===== src/rtl/vga_frame_swap_ctrl_if.sv =====
// Purpose: request handshake plus pixel-DMA control-slave bus for the frame swap sequencer.
// Latency: none, wiring only.
// Backpressure: swap_valid is held by the requester until swap_ready; the control slave never stalls.
interface vga_frame_swap_ctrl_if;
  logic        swap_valid;
  logic [31:0] swap_addr;
  logic        swap_ready;
  logic        swap_done;
  logic        swap_timeout;
  logic        timeout_flag;
  logic [31:0] front_addr;
  logic [1:0]  ctl_address;
  logic [3:0]  ctl_byteenable;
  logic        ctl_read;
  logic        ctl_write;
  logic [31:0] ctl_writedata;
  logic [31:0] ctl_readdata;

  // Sequencer side: accepts requests, masters the control bus.
  modport master (
    input  swap_valid, swap_addr, ctl_readdata,
    output swap_ready, swap_done, swap_timeout, timeout_flag, front_addr,
           ctl_address, ctl_byteenable, ctl_read, ctl_write, ctl_writedata
  );

  // Environment side: frame producer plus the DMA control slave.
  modport slave (
    output swap_valid, swap_addr, ctl_readdata,
    input  swap_ready, swap_done, swap_timeout, timeout_flag, front_addr,
           ctl_address, ctl_byteenable, ctl_read, ctl_write, ctl_writedata
  );
endinterface


===== src/rtl/vga_frame_swap_ctrl.sv =====
// Purpose: writes a new back-buffer base to the pixel DMA, triggers the swap, polls until vsync takes it.
// Latency: accept to swap_done is 5 cycles when the first status read shows no pending swap; +POLL_GAP+2 per extra poll.
// Backpressure: swap_ready is high only in IDLE; one swap outstanding, no queueing.
module vga_frame_swap_ctrl #(
  parameter int          MAX_POLLS   = 4096,
  parameter int          POLL_GAP    = 15,
  parameter logic [31:0] FRONT_RESET = 32'h0000_0000
) (
  input  logic                        sys_clk_clk,
  input  logic                        sys_reset_reset_n,
  vga_frame_swap_ctrl_if.master       bus
);

  localparam int PCW = $clog2(MAX_POLLS + 1);
  localparam int GCW = $clog2(POLL_GAP + 1) + 1;

  localparam logic [1:0] REG_FRONT  = 2'd0;
  localparam logic [1:0] REG_BACK   = 2'd1;
  localparam logic [1:0] REG_STATUS = 2'd3;

  typedef enum logic [2:0] {
    IDLE     = 3'd0,
    WR_BACK  = 3'd1,
    WR_SWAP  = 3'd2,
    POLL_RD  = 3'd3,
    POLL_CAP = 3'd4,
    GAP      = 3'd5,
    DONE     = 3'd6,
    TMO      = 3'd7
  } state_t;

  state_t           state;
  state_t           state_nxt;
  logic             accept;
  logic [31:0]      pend_addr;
  logic [PCW-1:0]   poll_cnt;
  logic [GCW-1:0]   gap_cnt;

  // Next-state decode; the status bit is only meaningful in POLL_CAP, one cycle after the read strobe.
  always_comb begin
    state_nxt = state;
    accept    = 1'b0;
    case (state)
      IDLE: begin
        if (bus.swap_valid) begin
          accept    = 1'b1;
          state_nxt = WR_BACK;
        end
      end
      WR_BACK:  state_nxt = WR_SWAP;
      WR_SWAP:  state_nxt = POLL_RD;
      POLL_RD:  state_nxt = POLL_CAP;
      POLL_CAP: begin
        if (!bus.ctl_readdata[0]) begin
          state_nxt = DONE;
        end else if (poll_cnt == PCW'(MAX_POLLS - 1)) begin
          state_nxt = TMO;
        end else if (POLL_GAP == 0) begin
          state_nxt = POLL_RD;
        end else begin
          state_nxt = GAP;
        end
      end
      GAP: begin
        if (gap_cnt == GCW'(POLL_GAP - 1)) begin
          state_nxt = POLL_RD;
        end
      end
      DONE:    state_nxt = IDLE;
      TMO:     state_nxt = IDLE;
      default: state_nxt = IDLE;
    endcase
  end

  // State register.
  always_ff @(posedge sys_clk_clk) begin
    if (!sys_reset_reset_n) begin
      state <= IDLE;
    end else begin
      state <= state_nxt;
    end
  end

  // Request capture, poll/gap counters, front buffer and sticky timeout tracking.
  always_ff @(posedge sys_clk_clk) begin
    if (!sys_reset_reset_n) begin
      pend_addr        <= 32'h0;
      poll_cnt         <= '0;
      gap_cnt          <= '0;
      bus.front_addr   <= FRONT_RESET;
      bus.timeout_flag <= 1'b0;
    end else begin
      if (accept) begin
        pend_addr        <= bus.swap_addr;
        poll_cnt         <= '0;
        bus.timeout_flag <= 1'b0;
      end else if (state == POLL_CAP) begin
        poll_cnt <= poll_cnt + 1'b1;
      end
      // gap_cnt runs only while waiting between polls and restarts at zero on each entry.
      if (state == GAP) begin
        gap_cnt <= gap_cnt + 1'b1;
      end else begin
        gap_cnt <= '0;
      end
      if (state_nxt == DONE) begin
        bus.front_addr <= pend_addr;
      end
      if (state_nxt == TMO) begin
        bus.timeout_flag <= 1'b1;
      end
    end
  end

  // Registered outputs, decoded from the state being entered so they line up with that state.
  always_ff @(posedge sys_clk_clk) begin
    if (!sys_reset_reset_n) begin
      bus.swap_ready     <= 1'b1;
      bus.swap_done      <= 1'b0;
      bus.swap_timeout   <= 1'b0;
      bus.ctl_read       <= 1'b0;
      bus.ctl_write      <= 1'b0;
      bus.ctl_address    <= 2'd0;
      bus.ctl_byteenable <= 4'h0;
      bus.ctl_writedata  <= 32'h0;
    end else begin
      bus.swap_ready     <= (state_nxt == IDLE);
      bus.swap_done      <= (state_nxt == DONE);
      bus.swap_timeout   <= (state_nxt == TMO);
      bus.ctl_read       <= (state_nxt == POLL_RD);
      bus.ctl_write      <= (state_nxt == WR_BACK) || (state_nxt == WR_SWAP);
      bus.ctl_address    <= 2'd0;
      bus.ctl_byteenable <= 4'h0;
      bus.ctl_writedata  <= 32'h0;
      case (state_nxt)
        WR_BACK: begin
          // Only reachable from IDLE on accept, so the request address is still on swap_addr.
          bus.ctl_address    <= REG_BACK;
          bus.ctl_byteenable <= 4'hF;
          bus.ctl_writedata  <= bus.swap_addr;
        end
        WR_SWAP: begin
          bus.ctl_address    <= REG_FRONT;
          bus.ctl_byteenable <= 4'hF;
          bus.ctl_writedata  <= 32'h1;
        end
        POLL_RD: begin
          bus.ctl_address    <= REG_STATUS;
          bus.ctl_byteenable <= 4'hF;
        end
        default: begin
        end
      endcase
    end
  end

endmodule

===== src/flat_wrapper.sv =====
// flat-port wrapper written by rule: the top's interface ports become plain ports
module vga_frame_swap_ctrl_flat 
#(
  parameter int          MAX_POLLS   = 4096,
  parameter int          POLL_GAP    = 15,
  parameter logic [31:0] FRONT_RESET = 32'h0000_0000
)
  (sys_clk_clk, sys_reset_reset_n, bus_swap_valid, bus_swap_addr, bus_ctl_readdata, bus_swap_ready, bus_swap_done, bus_swap_timeout, bus_timeout_flag, bus_front_addr, bus_ctl_address, bus_ctl_byteenable, bus_ctl_read, bus_ctl_write, bus_ctl_writedata);
  vga_frame_swap_ctrl_if bus_i ();
  input  logic sys_clk_clk;
  input  logic sys_reset_reset_n;
  input wire logic [$bits(bus_i.swap_valid)-1:0] bus_swap_valid;
  input wire logic [$bits(bus_i.swap_addr)-1:0] bus_swap_addr;
  input wire logic [$bits(bus_i.ctl_readdata)-1:0] bus_ctl_readdata;
  output wire logic [$bits(bus_i.swap_ready)-1:0] bus_swap_ready;
  output wire logic [$bits(bus_i.swap_done)-1:0] bus_swap_done;
  output wire logic [$bits(bus_i.swap_timeout)-1:0] bus_swap_timeout;
  output wire logic [$bits(bus_i.timeout_flag)-1:0] bus_timeout_flag;
  output wire logic [$bits(bus_i.front_addr)-1:0] bus_front_addr;
  output wire logic [$bits(bus_i.ctl_address)-1:0] bus_ctl_address;
  output wire logic [$bits(bus_i.ctl_byteenable)-1:0] bus_ctl_byteenable;
  output wire logic [$bits(bus_i.ctl_read)-1:0] bus_ctl_read;
  output wire logic [$bits(bus_i.ctl_write)-1:0] bus_ctl_write;
  output wire logic [$bits(bus_i.ctl_writedata)-1:0] bus_ctl_writedata;
  assign bus_i.swap_valid = bus_swap_valid;
  assign bus_i.swap_addr = bus_swap_addr;
  assign bus_i.ctl_readdata = bus_ctl_readdata;
  assign bus_swap_ready = bus_i.swap_ready;
  assign bus_swap_done = bus_i.swap_done;
  assign bus_swap_timeout = bus_i.swap_timeout;
  assign bus_timeout_flag = bus_i.timeout_flag;
  assign bus_front_addr = bus_i.front_addr;
  assign bus_ctl_address = bus_i.ctl_address;
  assign bus_ctl_byteenable = bus_i.ctl_byteenable;
  assign bus_ctl_read = bus_i.ctl_read;
  assign bus_ctl_write = bus_i.ctl_write;
  assign bus_ctl_writedata = bus_i.ctl_writedata;
  vga_frame_swap_ctrl #(.MAX_POLLS(MAX_POLLS), .POLL_GAP(POLL_GAP), .FRONT_RESET(FRONT_RESET)) u_core (.sys_clk_clk(sys_clk_clk), .sys_reset_reset_n(sys_reset_reset_n), .bus(bus_i));
endmodule

===== config.mk =====
export PLATFORM = sky130hd
export DESIGN_NAME = vga_frame_swap_ctrl_flat
export DESIGN_NICKNAME = d
export VERILOG_FILES = /design/src/rtl/vga_frame_swap_ctrl_if.sv /design/src/rtl/vga_frame_swap_ctrl.sv /design/src/flat_wrapper.sv
export SDC_FILE = /design/constraint.sdc
export NUM_CORES = 1
export LEC_CHECK = 0
export CORE_ASPECT_RATIO = 0.7
export CORE_MARGIN = 8
export CORE_UTILIZATION = 45
export DETAILED_ROUTE_END_ITERATION = 16
export DONT_BUFFER_PORTS = 1
export HOLD_SLACK_MARGIN = 0.12
export PLACE_DENSITY = 0.7
export SLEW_MARGIN = 20
export SYNTH_ARGS = -nofsm -noshare
export SYNTH_HDL_FRONTEND = slang
export SYNTH_SLANG_ARGS = --single-unit

===== constraint.sdc =====
create_clock -name sys_clk_clk -period 3.3 [get_ports sys_clk_clk]
set_clock_uncertainty 0.15 [all_clocks]
set_input_delay 0.33 -clock sys_clk_clk [delete_from_list [all_inputs] [get_ports sys_clk_clk]]
set_output_delay 0.33 -clock sys_clk_clk [all_outputs]
set_load 0.03 [all_outputs]

==> impl_metrics.csv <==
group,metric,value,unit
run_status,status,"finished, final reports clean",
worst_setup_path,worst-setup-path-type,"reg2reg",
power,switchingPower,0.00135,W
synthesis,yosys_warnings,0,
layout,nFillCells,880,
worst_setup_path,crit_fanout,14,
floorplanning,dieArea,13800,sq um
power,p_per_area,802,nW/um^2
layout,num_antenna_cells,0,
synthesis,netlist_instances,493,
clock_tree,cts.clk_slew.worst_paths,0.05,ns
floorplanning,ios,143,
drt,routedWlPerCell,16.5,um
timing,slew-limit-headroom,0.244,
global_route,gr-usage-all-layers,0.164,
place,globalplace.congestion,0.773,
timing,hold_viol,0,
layout,area_growth,21.8,%
worst_setup_path,critPathRequiredTime,3.43,ns
clock_tree,cts_tree,"done",
worst_setup_path,cp_cell_sequence,"nand4bb_1 -> nor4_2 -> o41ai_1 -> dlygate4sd3_1",
timing,fin_tns_setup,0,ns
synthesis,synth_fp_nets,563,
clock_tree,clock-sinks,126,
worst_setup_path,cpPeakStageDelay,0.59,ns
layout,drive_above_1_share,0.0998,
synthesis,syn_avg_cell_area,9.38,sq um
timing,post-route-period-util,0.686,
synthesis,ys_seq_area_frac,0.545,
layout,multi_input_area,1870,sq um
synthesis,netlist_area,4620,sq um
clock_tree,post_cts_resized,0,
synthesis,synth.top_cell.area_share,0.545,
worst_setup_path,crit_family,"simple AND/OR/NAND/NOR gates",
global_route,gr-total-overflow,0,
worst_setup_path,path_buf_inv,1,
power,clkPwrFrac,0.425,
synthesis,synth-seq-cells,126,
worst_setup_path,cp.arrival,2.40,ns
clock_tree,cts_buffers,17,
drt,drc,0,
hold_path,min_path_type,"in2reg",
clock_tree,postCtsSetupRepairBufs,0,
power,p_int,0.00317,W
worst_setup_path,startpoint_type,"flop",
power,p_seq_frac,0.447,
synthesis,yosysUniqueCellTypes,42,
global_route,grt_pass1_vias,3338,
timing,fmax,442,MHz
synthesis,synth_ff_type,"dfxtp_1",
timing,worst_pin_slew,1.13,ns
timing,setup_violations,0,
floorplanning,rows,31,
global_route,antenna_found_initial,0,
drt,antenna_left,0,
worst_setup_path,end_kind,"flop",
timing,post-route-min-period,2.26,ns
power,power_frac_comb,0.128,
floorplanning,die_h,101,um
clock_tree,cts_buffer_depth,2,
run,drv_cap,0,
synthesis,ys_async_sr_fraction,0,
floorplanning,fp.dieW,137,um
synthesis,synth_edf_count,0,
layout,ff_latch_area,2520,sq um
drt,first_pass_iters,4,
timing,rsz0062_at_grt,"false",
clock_tree,htreeDepth,4,
drt,vias_per_cell,5.14,
worst_setup_path,slowest_stage,"dlygate4sd3_1",
place,io_buffer_count,0,
clock_tree,clock_latency,0.40,ns
place,dpl.hpwl,7050,um
drt,drt-initial-drc-count,126,
synthesis,synth_largest_area_cell,"dfxtp_1",
layout,fin_cells,663,
power,vdd_drop_max,0.000499,V
timing,final_max_slew_viol_count,0,
global_route,grt_pass1_wl,17500,um
drt,drt-total-wl,10900,um
power,p_leak,2.14,nW
floorplanning,core,10200,sq um
clock_tree,root_buffer,"clkbuf_16",
layout,fin_nets,588,
synthesis,synthTopCellsByArea,"dfxtp_1 55%, nand2_1 11%, a21boi_0 7.6%",
floorplanning,start_util,0.455,
power,switching_share,0.298,
clock_tree,cts_hold_buffers,36,
place,dpl.cell_count,595,
global_route,grt_start_max_net_pins,73,
drt,via_count,3409,
[layout by cell type (no fill, tap or decap), types with 4 or more instances in the layout]
master         synthesis  final
a21boi_0              47     47
a21boi_1              17     17
a21oi_1                4      4
and3_1                32     32
buf_4                  4      6
clkbuf_16              0     17
clkbuf_8               0      4
clkinv_2               0      4
dfxtp_1              126    126
dlygate4sd3_1          0     35
inv_1                  5      5
nand2_1              135    135
nand3_1                7      7
nor2_1                21     21
nor2b_1                6      6
nor3_1                 6      6
nor4_2                 5      5
xnor2_1               11     11
xor2_1                 4      4
[worst reg2reg max path, stage by stage, from the launching register on]
cell and delay (ns):
dfxtp_1 0.48, nand4bb_1 0.34, nor4_2 0.44, o41ai_1 0.15, dlygate4sd3_1 0.59
[final timing paths]
check / from / endpoint / slack (ns) / cells past startpoint
hold reg to reg: u_core.pend_addr[31] / u_core.pend_addr[31] / 0.30 / 2
setup / recovery: u_core.state[0] / u_core.bus.swap_ready / 1.04 / 4
setup reg to reg: u_core.state[0] / u_core.bus.swap_ready / 1.04 / 4
hold / removal: sys_reset_reset_n / u_core.state[2] / 0.14 / 2
[cell families after synthesis]
| kind of cell | Yosys count | synth area share |
|---|---|---|
| buffers and inverters | 42 | 0.0519 |
| and+or+nand+nor | 232 | 0.242 |
| AOI/OAI and AO/OA | 75 | 0.124 |
| adders and majority gates | 3 | 0.00812 |
| DFF | 126 | 0.545 |
| xor gates and xnor gates | 15 | 0.0284 |
[Yosys cell counts (all sizes together) (2+ instances only)]
cell    number
nand2      135
dfxtp      126
a21boi      64
and3        32
nor2        23
clkbuf      20
buf         17
xnor2       11
nor3         8
nand3        7
nor2b        6
inv          5
nor4         5
a21oi        4
nand4        4
xor2         4
ha           3
nand2b       3
o21ai        2
[flip-flops by register name, summed over array words and instances (netlist names), 2 cells and up]
name                      flops
u_core.state                  3
u_core.bus.front_addr        32
u_core.bus.ctl_address        2
u_core.gap_cnt                5
u_core.poll_cnt              13
u_core.pend_addr             32
u_core.bus.ctl_writedata     32
[metal layers]
metal  track usage  vias up  share of wire
li1              -     1673              -
met1         0.191     1610           0.43
met2         0.260      115           0.46
met3        0.0687       11           0.10
met4        0.0699        0         0.0083
met5             0        -              0
[metrics by stage]
step	util	power (W)	worst slack, ns	area (sq um)	hold slack [ns]
final	0.554	0.00452	1.04	5630	0.143
after CTS	0.554	0.00456	1.03	5630	0.131
after floorplan	-	0.00248	1.52	4620	0.280
after detailed placement	0.457	0.00257	1.08	4640	0.296
after global placement	0.455	0.00253	0.851	4630	0.289
after global routing	0.554	0.00472	0.843	5630	0.153
[power by group through the flow]
stage | clock, W | sequential, W | combinational, W
detailed placement | 0 | 0.00205 | 0.000520
floorplan | 0 | 0.00197 | 0.000512
global placement | 0 | 0.00205 | 0.000483
finish | 0.00192 | 0.00202 | 0.000577
CTS | 0.00195 | 0.00202 | 0.000581
global route | 0.00203 | 0.00204 | 0.000645
[final cells by class]
cell class,instances,area share
Inverter,5,0.00333
Sequential cell,126,0.448
Clock buffer,22,0.0860
Tap cell,132,0.0293
Clock inverter,10,0.0240
Timing Repair Buffer,43,0.0764
Multi-Input combinational cell,325,0.333
(Power assumes the default switching activity.)
